### config.mk
export PLATFORM = sky130hd
export DESIGN_NAME = instr_fetch
export DESIGN_NICKNAME = d
export VERILOG_FILES = /design/src/rtl/instr_fetch.sv
export SDC_FILE = /design/constraint.sdc
export NUM_CORES = 1
export LEC_CHECK = 0
export ABC_AREA = 1
export CORE_ASPECT_RATIO = 1.4
export CORE_MARGIN = 2
export CORE_UTILIZATION = 36
export DETAILED_ROUTE_END_ITERATION = 12
export GPL_TIMING_DRIVEN = 1
export MAX_ROUTING_LAYER = met4
export PLACE_DENSITY = 0.78
export SYNTH_ARGS = -nofsm -noshare
export SYNTH_HDL_FRONTEND = slang
export SYNTH_SLANG_ARGS = --single-unit
### constraint.sdc
create_clock -name clk -period 1.4 [get_ports clk]
set_clock_uncertainty 0.1 [all_clocks]
set_input_delay 0.35 -clock clk [delete_from_list [all_inputs] [get_ports clk]]
set_output_delay 0.35 -clock clk [all_outputs]
set_load 0.03 [all_outputs]
### src/rtl/instr_fetch.sv
`default_nettype none
// ============================================================================
// Module      : instr_fetch
// Description : Fetch stage and IF/ID pipeline register. Holds the PC, issues
//               word fetches over a req/ready handshake, latches the returned
//               instruction and presents its decoded fields to the next stage.
//               Handles downstream stall and branch/jump redirect.
//               Optional performance counters are built when the macro
//               IFETCH_PERF_CNT_EN is defined; otherwise both counter ports
//               read as zero and no counter flops exist.
// Revision    : 1.0 - initial release
// ============================================================================
module instr_fetch #(
    parameter logic [31:0] RESET_PC = 32'h0000_0000
) (
    input  logic        clk,
    input  logic        reset,
    output logic        imem_req,
    output logic [31:0] imem_addr,
    input  logic        imem_ready,
    input  logic [31:0] imem_rdata,
    input  logic        stall,
    input  logic        redirect,
    input  logic [31:0] redirect_pc,
    output logic        id_valid,
    output logic [31:0] id_instr,
    output logic [5:0]  id_opcode,
    output logic [5:0]  id_funct,
    output logic [4:0]  id_rs,
    output logic [4:0]  id_rt,
    output logic [4:0]  id_rd,
    output logic [15:0] id_imm,
    output logic [31:0] id_pc4,
    output logic        addr_err,
    output logic [31:0] fetch_count,
    output logic [31:0] stall_count
);

    localparam logic [1:0] S_BOOT  = 2'd0;
    localparam logic [1:0] S_FETCH = 2'd1;
    localparam logic [1:0] S_HOLD  = 2'd2;

    localparam logic [31:0] c_pc_step = 32'd4;

    logic [1:0]  r_state;
    logic [1:0]  w_next_state;
    logic        w_req;
    logic        w_accept;
    logic [31:0] w_pc_plus4;

    logic [31:0] r_pc;
    logic        r_id_valid;
    logic [31:0] r_id_instr;
    logic [31:0] r_id_pc4;
    logic        r_addr_err;

    assign w_pc_plus4 = r_pc + c_pc_step;
    // A fetch completes only when the request is handshaked and not squashed
    // by a simultaneous redirect.
    assign w_accept   = w_req && imem_ready && !redirect;

    // State register.
    always_ff @(posedge clk) begin
        if (reset) begin
            r_state <= S_BOOT;
        end else begin
            r_state <= w_next_state;
        end
    end

    // Next-state logic; redirect always returns to fetching.
    always_comb begin
        w_next_state = r_state;
        if (redirect) begin
            w_next_state = S_FETCH;
        end else begin
            case (r_state)
                S_BOOT:  w_next_state = S_FETCH;
                S_FETCH: if (stall && r_id_valid) w_next_state = S_HOLD;
                S_HOLD:  if (!stall) w_next_state = S_FETCH;
                default: w_next_state = S_BOOT;
            endcase
        end
    end

    // Request output; a stall only blocks fetching when IF/ID holds a real
    // instruction, so a bubble is always refilled.
    always_comb begin
        w_req = 1'b0;
        if (r_state == S_FETCH) begin
            w_req = !(stall && r_id_valid);
        end
    end

    // PC and IF/ID register update.
    always_ff @(posedge clk) begin
        if (reset) begin
            r_pc       <= RESET_PC;
            r_id_valid <= 1'b0;
            r_id_instr <= 32'h0;
            r_id_pc4   <= 32'h0;
            r_addr_err <= 1'b0;
        end else begin
            r_addr_err <= 1'b0;
            if (redirect) begin
                r_pc       <= {redirect_pc[31:2], 2'b00};
                r_id_valid <= 1'b0;
                r_id_instr <= 32'h0;
                r_id_pc4   <= 32'h0;
                r_addr_err <= |redirect_pc[1:0];
            end else if (w_accept) begin
                r_pc       <= w_pc_plus4;
                r_id_valid <= 1'b1;
                r_id_instr <= imem_rdata;
                r_id_pc4   <= w_pc_plus4;
            end else if ((w_req) || (r_state == S_HOLD && !stall)) begin
                // Wait state, or leaving HOLD: downstream consumes the held
                // instruction this cycle and nothing new arrived, so a bubble
                // is inserted to avoid presenting it twice.
                r_id_valid <= 1'b0;
                r_id_instr <= 32'h0;
                r_id_pc4   <= 32'h0;
            end
        end
    end

`ifdef IFETCH_PERF_CNT_EN
    logic        w_stalled;
    logic [31:0] r_fetch_count;
    logic [31:0] r_stall_count;

    assign w_stalled = (r_state == S_HOLD) ||
                       ((r_state == S_FETCH) && stall && r_id_valid);

    // Accepted-fetch and stalled-cycle counters, free-running modulo 2^32.
    always_ff @(posedge clk) begin
        if (reset) begin
            r_fetch_count <= 32'h0;
            r_stall_count <= 32'h0;
        end else begin
            if (w_accept) begin
                r_fetch_count <= r_fetch_count + 32'd1;
            end
            if (w_stalled) begin
                r_stall_count <= r_stall_count + 32'd1;
            end
        end
    end

    assign fetch_count = r_fetch_count;
    assign stall_count = r_stall_count;
`else
    assign fetch_count = 32'h0;
    assign stall_count = 32'h0;
`endif

    assign imem_req  = w_req;
    assign imem_addr = r_pc;
    assign id_valid  = r_id_valid;
    assign id_instr  = r_id_instr;
    assign id_opcode = r_id_instr[31:26];
    assign id_rs     = r_id_instr[25:21];
    assign id_rt     = r_id_instr[20:16];
    assign id_rd     = r_id_instr[15:11];
    assign id_imm    = r_id_instr[15:0];
    assign id_funct  = r_id_instr[5:0];
    assign id_pc4    = r_id_pc4;
    assign addr_err  = r_addr_err;

endmodule
`default_nettype wire

==> results_dict.tcl <==
set metrics [dict create \
    grt_start_max_net_pins 33 \
    num_antenna_cells 0 \
    p_seq_share_pct 38.0 \
    routabilityCongestion 0.9427 \
    htree_num_levels 3 \
    number_of_flops_mapped_to_enable_cells_by_yosys 0 \
    synth_largest_area_cell "dfxtp_1" \
    timing.final.crit_period_ns 1.726 \
    startpoint_type "register" \
    leakage_uw 0.004312 \
    rsz0062_at_grt "yes" \
    critical_path_peak_fanout 5 \
    worstHoldEndpoint "id_instr[16]$_SDFFE_PP0P_" \
    internal-power_uw 5289 \
    cts_buffers 9 \
    worstSetupEndpointType "register" \
    crit-reg2reg-launch "imem_addr[2]$_SDFFE_PP0P_" \
    hold_path_depth 2 \
    count_of_buffers_inserted_at_the_top_level_ports 206 \
    path_class "reg -> reg" \
    clk_latency_ns 0.35 \
    synth_ff_type "dfxtp_1" \
    ys_types 33 \
    synth.cells.most_frequent "nand2_1 (218), buf_4 (113), dfxtp_1 (96), a21oi_1 (83), inv_1 (55)" \
    areaGrowthSynthToFinish_pct 90.70 \
    drv_cap 0 \
    seq_area_frac_synth_pct 36.91 \
    final_global_route_overflow_total 0 \
    drv_slew 0 \
    finalWorstSetupSlack_ns -0.3263 \
    synth_top_area_share_pct 36.91 \
    clk_pin_slew_ns 0.07 \
    clk_root_buffer_cell "clkbuf_16" \
    initial_core_util_pct 36.38 \
    syn-mean-instance-area_um2 7.028 \
    timing.hold.ws_ns 0.3736 \
    first_pass_iters 7 \
    status "finished with violations" \
    route.detailed.vias_per_inst 5.016 \
    ant_nets 0 \
    sw_frac_of_total_pct 30.40 \
    dp.final_hpwl_mm 11.75 \
    cts_hold_buffers 0 \
    io_pins 275 \
    die_w_um 105.7 \
    synth.cell_area_mm2 0.005207 \
    fmaxAchievable_mhz 579.3 \
    reg2reg_slack_ns -0.33 \
    core_area_mm2 0.01431 \
    cts_buffer_depth 2 \
    grt_usage_pct 24.89 \
    clock_sink_count 96 \
    ys_top_cells_by_area "dfxtp_1 (37%), buf_4 (16%), nand2_1 (16%), a21oi_1 (8.0%), inv_1 (4.0%)" \
    hold_class "reg -> reg" \
    dp_slack_ns -0.5866 \
    r2r.worst_path.cells 10 \
    p_per_area_mw_per_mm2 765.2 \
    first_global_vias 5436 \
    yosys_synthesis_warning_count 0 \
    grt_first_pass_wirelength_mm 28.89 \
    post_synth_inst_count 741 \
    drc 0 \
    finalCritPeriodShare_pct 123.3 \
    worst_ep_arrival_time_ns 1.89 \
    share_of_power_burned_in_combinational_logic_pct 26.1 \
    fp.dieH_um 146.3 \
    final_standard_cell_utilization_of_the_core_pct 69.38 \
    routed_wl_mm 22.18 \
    design.final.nets 1086 \
    report.final.setup_viol 104 \
    drt_iter0_markers 370 \
    tritoncts "done" \
    route.vias.total 6069 \
    postSynth.asyncResetShare_pct 0 \
    rr_endpoint "imem_addr[30]$_SDFFE_PP0P_" \
    timing_hold_violations_final 0 \
    failing_checks "negative setup slack" \
    grt_antenna_before_repair 0 \
    post-synth-top-count-cell "nand2_1" \
    cell_row_count 52 \
    hold_path_startpoint "id_instr[16]$_SDFFE_PP0P_" \
    max-vdd-ir-drop_v 0.0006543 \
    clock_power_share_pct 35.8 \
    flip_flop_and_latch_count_after_synthesis 96 \
    die_area_mm2 0.01546 \
    required_ns 1.56 \
    total_switching_power_uw 2310 \
    avgRoutedWirePerCell_um 18.33 \
    layout_cells_sized_above_1_pct 56.81 \
]
## what timing repair did
item                                    4_1_cts  5_1_grt
cloned                                       15        1
pin swaps                                    59       65
endpoints found under the setup margin      126      141
gates resized for setup                     193      228
setup buffers                                29       39
## registers in the layout, summed over array words and instances (netlist names)
register	cells
id_instr	32
r_state	2
addr_err	1
imem_addr	30
id_valid	1
id_pc4	30
## metrics by stage
stage,instance area (µm²),power [µW],setup TNS [ns],cells
global placement,7346,4270,-45.22,1125
global route,9931,7834,-21.83,1210
floorplan,5542,3822,-0.6593,808
detailed placement,7346,4279,-47.65,1125
CTS,8959,7412,-9.506,1182
finish,9931,7599,-15.75,1210
## worst max path at each step
stage / startpoint / endpoint / slack, ns / cells after the start
6_report: imem_addr[2]$_SDFFE_PP0P_ / imem_addr[30]$_SDFFE_PP0P_ / -0.33 / 10
5_1_grt: imem_addr[3]$_SDFFE_PP0P_ / imem_addr[30]$_SDFFE_PP0P_ / -0.37 / 10
4_1_cts: imem_addr[2]$_SDFFE_PP0P_ / imem_addr[26]$_SDFFE_PP0P_ / -0.17 / 9
3_5_place_dp: stall / imem_addr[25]$_SDFFE_PP0P_ / -0.59 / 10
3_3_place_gp: stall / id_valid$_SDFFE_PP0P_ / -0.54 / 8
2_1_floorplan: imem_addr[2]$_SDFFE_PP0P_ / id_pc4[28]$_SDFFE_PP0P_ / -0.06 / 9
## per-layer routing
metal | vias to the layer above | global-route usage, % | wire length (µm) | share of wire (%)
met3 | 98 | 4.777 | 1818 | 8.2
met5 | - | - | 0 | 0
li1 | 2734 | - | - | -
met1 | 2874 | 23.82 | 7326 | 33
met4 | 0 | 13.29 | 1312 | 5.9
met2 | 363 | 46.35 | 11730 | 53
## final cells by class
cell class | count | area, µm²
well taps | 189 | 236.5
clock buffers | 10 | 239.0
repair buffers | 337 | 3704
fillers | 983 | 4383
flip-flops and latches | 96 | 2026
clock inverters | 6 | 81.33
inverters | 59 | 231.5
multi-input cells | 513 | 3413
## logic make-up after synthesis
family,synth area share (%)
simple gates,26.67
buf+inv,23.21
compound gates,12.23
flops,36.91
xor+xnor,0.6729
fa+ha+maj,0.2402
other cells,0.07201
## power groups by stage
stage	registers (µW)	clock network, µW	logic [µW]
after floorplan	3070	0	750
after global placement	2930	0	1340
after detailed placement	2930	0	1350
after CTS	2880	2750	1780
after global routing	2900	2880	2060
final	2890	2720	1990
## cell usage in the layout, fill, tap and decap left out, drive strengths merged, types with 4 or more instances in the layout
cell type,n
a31oi,11
conb,68
o21ai,27
buf,268
a21oi,85
nor2,41
inv,59
nand2,224
dfxtp,96
clkinv,4
clkbuf,11
clkdlybuf4s50,66
nand3,42
## critical path, stage by stage, from the launching register on
cell     delay [ns]
dfxtp_4        0.37
ha_4           0.15
nand2_4        0.05
nor2_4         0.14
nand2_4        0.12
buf_4          0.17
nor2_4         0.11
nand2_1        0.08
nand2_1        0.09
nand3_2        0.09
a21oi_1        0.17
Power figures use the tool's default switching activity.
